[src/rtl/direction_frame_scheduler.sv]
// Per-bin scheduler for the shared direction calculator: one bin per cycle to the calculator,
// qualified x/y accumulated over a frame, frame total handed off on valid/ready.
module direction_frame_scheduler #(
  parameter int BIN_WIDTH = 10,
  parameter int ACC_WIDTH = 26
) (
  input  logic                       clk_in,
  input  logic                       rst_in,
  input  logic                       bin_valid_in,
  output logic                       bin_ready_out,
  input  logic [BIN_WIDTH-1:0]       bin_index_in,
  input  logic                       bin_last_in,
  input  logic [31:0]                central_mic_in,
  input  logic [2:0][31:0]           peripheral_mics_in,
  input  logic [BIN_WIDTH-1:0]       bin_lo_in,
  input  logic [BIN_WIDTH-1:0]       bin_hi_in,
  input  logic [15:0]                mag_thresh_in,
  output logic [31:0]                calc_central_out,
  output logic [2:0][31:0]           calc_peripheral_out,
  input  logic [31:0]                calc_vector_in,
  output logic [ACC_WIDTH-1:0]       dir_x_out,
  output logic [ACC_WIDTH-1:0]       dir_y_out,
  output logic [BIN_WIDTH:0]         bin_count_out,
  output logic                       out_valid_out,
  input  logic                       out_ready_in
);

  typedef enum logic {ACCUM, DONE} state_t;

  state_t               state;
  logic                 stage_valid, stage_last, stage_use;
  logic [ACC_WIDTH-1:0] acc_x, acc_y;
  logic [BIN_WIDTH:0]   count;

  logic                 accept, qualify;
  logic [ACC_WIDTH-1:0] vec_x, vec_y, next_x, next_y;
  logic [BIN_WIDTH:0]   next_count;

  // Stall the beat right after a frame's last one so the next frame cannot mix in.
  assign bin_ready_out = (state == ACCUM) && !(stage_valid && stage_last);
  assign accept        = bin_valid_in && bin_ready_out;
  assign qualify       = (bin_index_in >= bin_lo_in) && (bin_index_in <= bin_hi_in) &&
                         (central_mic_in[15:0] >= mag_thresh_in);

  assign vec_x      = {{(ACC_WIDTH-16){calc_vector_in[15]}}, calc_vector_in[15:0]};
  assign vec_y      = {{(ACC_WIDTH-16){calc_vector_in[31]}}, calc_vector_in[31:16]};
  assign next_x     = stage_use ? acc_x + vec_x : acc_x;
  assign next_y     = stage_use ? acc_y + vec_y : acc_y;
  assign next_count = stage_use ? count + 1'b1 : count;

  always_ff @(posedge clk_in) begin
    if (rst_in) begin
      state               <= ACCUM;
      stage_valid         <= 1'b0;
      stage_last          <= 1'b0;
      stage_use           <= 1'b0;
      acc_x               <= '0;
      acc_y               <= '0;
      count               <= '0;
      calc_central_out    <= '0;
      calc_peripheral_out <= '0;
      dir_x_out           <= '0;
      dir_y_out           <= '0;
      bin_count_out       <= '0;
      out_valid_out       <= 1'b0;
    end else begin
      stage_valid <= accept;
      if (accept) begin
        calc_central_out    <= central_mic_in;
        calc_peripheral_out <= peripheral_mics_in;
        stage_last          <= bin_last_in;
        stage_use           <= qualify;
      end

      // Calculator result for the beat accepted last cycle arrives now.
      if (stage_valid) begin
        if (stage_last) begin
          dir_x_out     <= next_x;
          dir_y_out     <= next_y;
          bin_count_out <= next_count;
          acc_x         <= '0;
          acc_y         <= '0;
          count         <= '0;
          state         <= DONE;
          out_valid_out <= 1'b1;
        end else begin
          acc_x <= next_x;
          acc_y <= next_y;
          count <= next_count;
        end
      end

      if (state == DONE && out_ready_in) begin
        out_valid_out <= 1'b0;
        state         <= ACCUM;
      end
    end
  end

endmodule

[config.mk]
export PLATFORM = sky130hd
export DESIGN_NAME = direction_frame_scheduler
export DESIGN_NICKNAME = d
export VERILOG_FILES = /design/src/rtl/direction_frame_scheduler.sv
export SDC_FILE = /design/constraint.sdc
export NUM_CORES = 1
export LEC_CHECK = 0
export CAP_MARGIN = 20
export CORE_UTILIZATION = 48
export CTS_BUF_LIST = sky130_fd_sc_hd__clkbuf_16
export CTS_CLUSTER_DIAMETER = 80
export DETAILED_ROUTE_END_ITERATION = 8
export PLACE_DENSITY = 0.88
export SLEW_MARGIN = 40
export SYNTH_ARGS = -nofsm -noshare
export SYNTH_HDL_FRONTEND = slang
export SYNTH_SLANG_ARGS = --single-unit
[constraint.sdc]
create_clock -name clk_in -period 2.9 [get_ports clk_in]
set_input_delay 0.29 -clock clk_in [delete_from_list [all_inputs] [get_ports clk_in]]
set_output_delay 0.29 -clock clk_in [all_outputs]
set_load 0.01 [all_outputs]
==> results.yml <==
yosys:
  syn_area_sq_um: 13110
  syn_avg_cell_area_sq_um: 7.797
  ys_ff_latch: 258
  synthMuxAreaShare_pct: 1.470
  synthXorXnorAreaFrac_pct: 3.074
  syn_inst: 1681
  synth-compound-area-share_pct: 23.74
  synth_seq_area_share_pct: 39.41
  synth_nets: 1981
  synth_top_family_by_area: "compound AO/OA/AOI/OAI gates"
  synthArstFlopShare_pct: 0
  synth_edf_count: 0
  ys_warn_count: 0
  synthAdderAreaFrac_pct: 8.611
  synthFlopType: "dfxtp_1"
  synth-simple-area-share_pct: 18.99
  ys_types: 68
placement:
  dp.cells: 2436
  gp_congestion: 0.9540
  port_buffers: 403
  dp.final_hpwl_um: 33670
sta:
  finalHoldViolations: 0
  max-slew-margin-rel_pct: 49.59
  period_share_pct: 95.57
  fin_crit_ps: 2771
  final.setup_skew_ps: 8.615
  slew_viol_final: 0
  max_slew.worst_pin.slew_ps: 756.2
  max_freq_ghz: 0.3608
  grt_setup_unrepaired: "yes"
  setup_viol: 0
pwr:
  powerDensity_nw_per_um2: 460.0
  pwr-share-comb_pct: 17.2
  peakVddDrop_mv: 0.5075
  switching_share_pct: 26.56
  p_seq_share_pct: 42.9
  clockPowerShare_pct: 39.9
  power_leakage_nw: 7.841
  p_sw_w: 0.002332
  p_int_w: 0.006447
run:
  max-cap-violations: 0
worst_setup_path:
  cp_data_required_time_ps: 3340
  worstSetupPathType: "register to register"
  r2r_slack_ps: 130
  critPathArrivalTime_ps: 3220
  crit_fanout: 3
  worstSetupStartpointType: "register"
  end_kind: "register"
detailed_routing:
  via_count: 14137
  viasPerCell: 5.671
  drt_iter0_markers: 1034
  drc: 0
  wire_per_inst_um: 18.59
  ant_nets: 0
  wl_um: 46340
  drt_first_pass_iters: 5
die:
  rows: 60
  start_util_pct: 48.77
  ioPinCount: 404
  fp.dieArea_sq_um: 27970
  die_h_um: 167.2
  fp.coreArea_sq_um: 26880
  die_w_um: 167.2
clock_network:
  ctsLongestPathBuffers: 3
  clkLatencyLatePin_ps: 540
  cts_buffers: 29
  htree_levels: 1
  cts_sinks: 258
  cts_root_buf: "clkbuf_16"
  cts_tree: "yes"
  clk_pin_slew_worst_paths_ps: 60
  cts_setup_buffers: 0
final_layout:
  syn2layout_area_growth_pct: 45.62
  nets: 2426
  final_cells: 2493
  final_util_pct: 71.01
  layout_commonest_cell: "clkdlybuf4s50_1"
  multi_input_area_sq_um: 7406
  drive_gt1_share_pct: 8.799
  register_area_sq_um: 5169
  final_cell_mix: "clkdlybuf4s50_1 (402), nand2_1 (342), a21oi_1 (265)"
  num-fill-cells: 2022
grt:
  grt_max_degree: 167
  grt_pass1_wl_um: 71120
  overflow: 0
  grt_pass1_vias: 13786
  antenna_found_initial: 6
  grt_usage_pct: 31.56
outcome:
  outcome: "completed"
worst_hold_path:
  hold_path_class: "input port to register"
## logic make-up (layout without fill, tap and decap cells)
group	count (synthesis)	in the layout
and+or+nand+nor	590	590
AOI/OAI and AO/OA	516	516
DFF	258	258
buffers and inverters	163	630
adders and majority gates	89	89
xor gates and xnor gates	46	46
muxes	19	19
other	0	4
## cell usage after synthesis (6+ instances only)
| cell type | instances | area [sq um] |
|---|---|---|
| nand2_1 | 343 | 1287 |
| o21a_1 | 10 | 75.07 |
| nand3_1 | 29 | 145.1 |
| dfxtp_1 | 258 | 5165 |
| o211ai_1 | 12 | 90.09 |
| ha_1 | 87 | 1089 |
| xor2_1 | 18 | 157.7 |
| and2_1 | 7 | 43.79 |
| xnor2_1 | 28 | 245.2 |
| mux2i_1 | 17 | 170.2 |
| nor3_1 | 24 | 120.1 |
| nor2b_1 | 10 | 62.56 |
| inv_1 | 56 | 210.2 |
| clkbuf_1 | 92 | 345.3 |
| buf_1 | 10 | 37.54 |
| o21ai_0 | 67 | 335.3 |
| nand2b_1 | 10 | 62.56 |
| a21oi_1 | 267 | 1336 |
| a211oi_1 | 29 | 217.7 |
| nand4_1 | 11 | 68.82 |
| nor2_1 | 124 | 465.5 |
| a31oi_1 | 16 | 100.1 |
| and3_1 | 10 | 62.56 |
| o21bai_1 | 6 | 45.04 |
| o221ai_1 | 8 | 70.07 |
| a21o_1 | 40 | 300.3 |
| a22o_1 | 8 | 70.07 |
## critical path, cell delays in order, from the launching register on
cell       delay [ps]
dfxtp_2           350
ha_4              160
inv_2              40
fa_2              190
nor2b_1            60
o31a_1            270
o31ai_2           250
buf_4             170
a21oi_4            60
o2111ai_2         240
a21oi_2            80
o41a_1            360
xnor2_2           160
o41ai_2           270
## sequential cells by signal, indices dropped and copies added, names as in the netlist
| name | flops |
|---|---|
| stage_valid | 1 |
| calc_peripheral_out | 96 |
| acc_y | 26 |
| stage_last | 1 |
| calc_central_out | 32 |
| acc_x | 26 |
| state | 1 |
| dir_y_out | 26 |
| bin_count_out | 11 |
| stage_use | 1 |
| dir_x_out | 26 |
| count | 11 |
## cell type report
type | count | area share [%]
multi-input cells | 1260 | 38.80
diodes | 4 | 0.05245
inverters | 57 | 1.121
well taps | 341 | 2.235
clock buffers | 29 | 3.802
flip-flops and latches | 258 | 27.08
clock inverters | 24 | 0.8785
repair buffers | 520 | 26.03
## what timing repair did
action	4_1_cts	5_1_grt
gates resized for setup	0	17
hold buffers	0	0
endpoints found under the setup margin	0	13
## per-layer routing
metal  vias up  global-route usage (%)  wire, um
met1      6611                   34.76     17280
met4         2                   14.56      2160
met2       640                   55.61     22530
met5         -                       0        13
met3       153                   9.596      4351
li1       6731                       -         -
## power groups by stage
stage                     Sequential [W]  Clock, W  Combinational, W
after floorplan                  0.00389         0          0.000598
after global routing             0.00378   0.00366           0.00163
after CTS                        0.00377   0.00353           0.00149
final                            0.00377   0.00350           0.00151
after global placement           0.00383         0           0.00144
after detailed placement         0.00384         0           0.00148
## stage by stage
stage	cell area (sq um)	power, W	setup TNS [ps]	worst slack [ps]	hold slack (ps)
2_1_floorplan	13110	0.004487	0	286.8	426.0
6_report	19090	0.008779	0	128.5	141.0
3_5_place_dp	18110	0.005321	-4647	-297.1	447.2
3_3_place_gp	18090	0.005277	-2659	-259.2	441.4
5_1_grt	19090	0.009078	0	2.992	159.4
4_1_cts	19000	0.008793	0	58.22	121.5
## worst paths after layout
path	start	endpoint	cells past startpoint
max	acc_y[0]	dir_y_out[24]	13
min	rst_in	acc_y[9]	2
max reg2reg	acc_y[0]	dir_y_out[24]	13
min reg2reg	calc_peripheral_out[16]	calc_peripheral_out[16]	2
No activity file was read; power rests on OpenSTA's default activity.
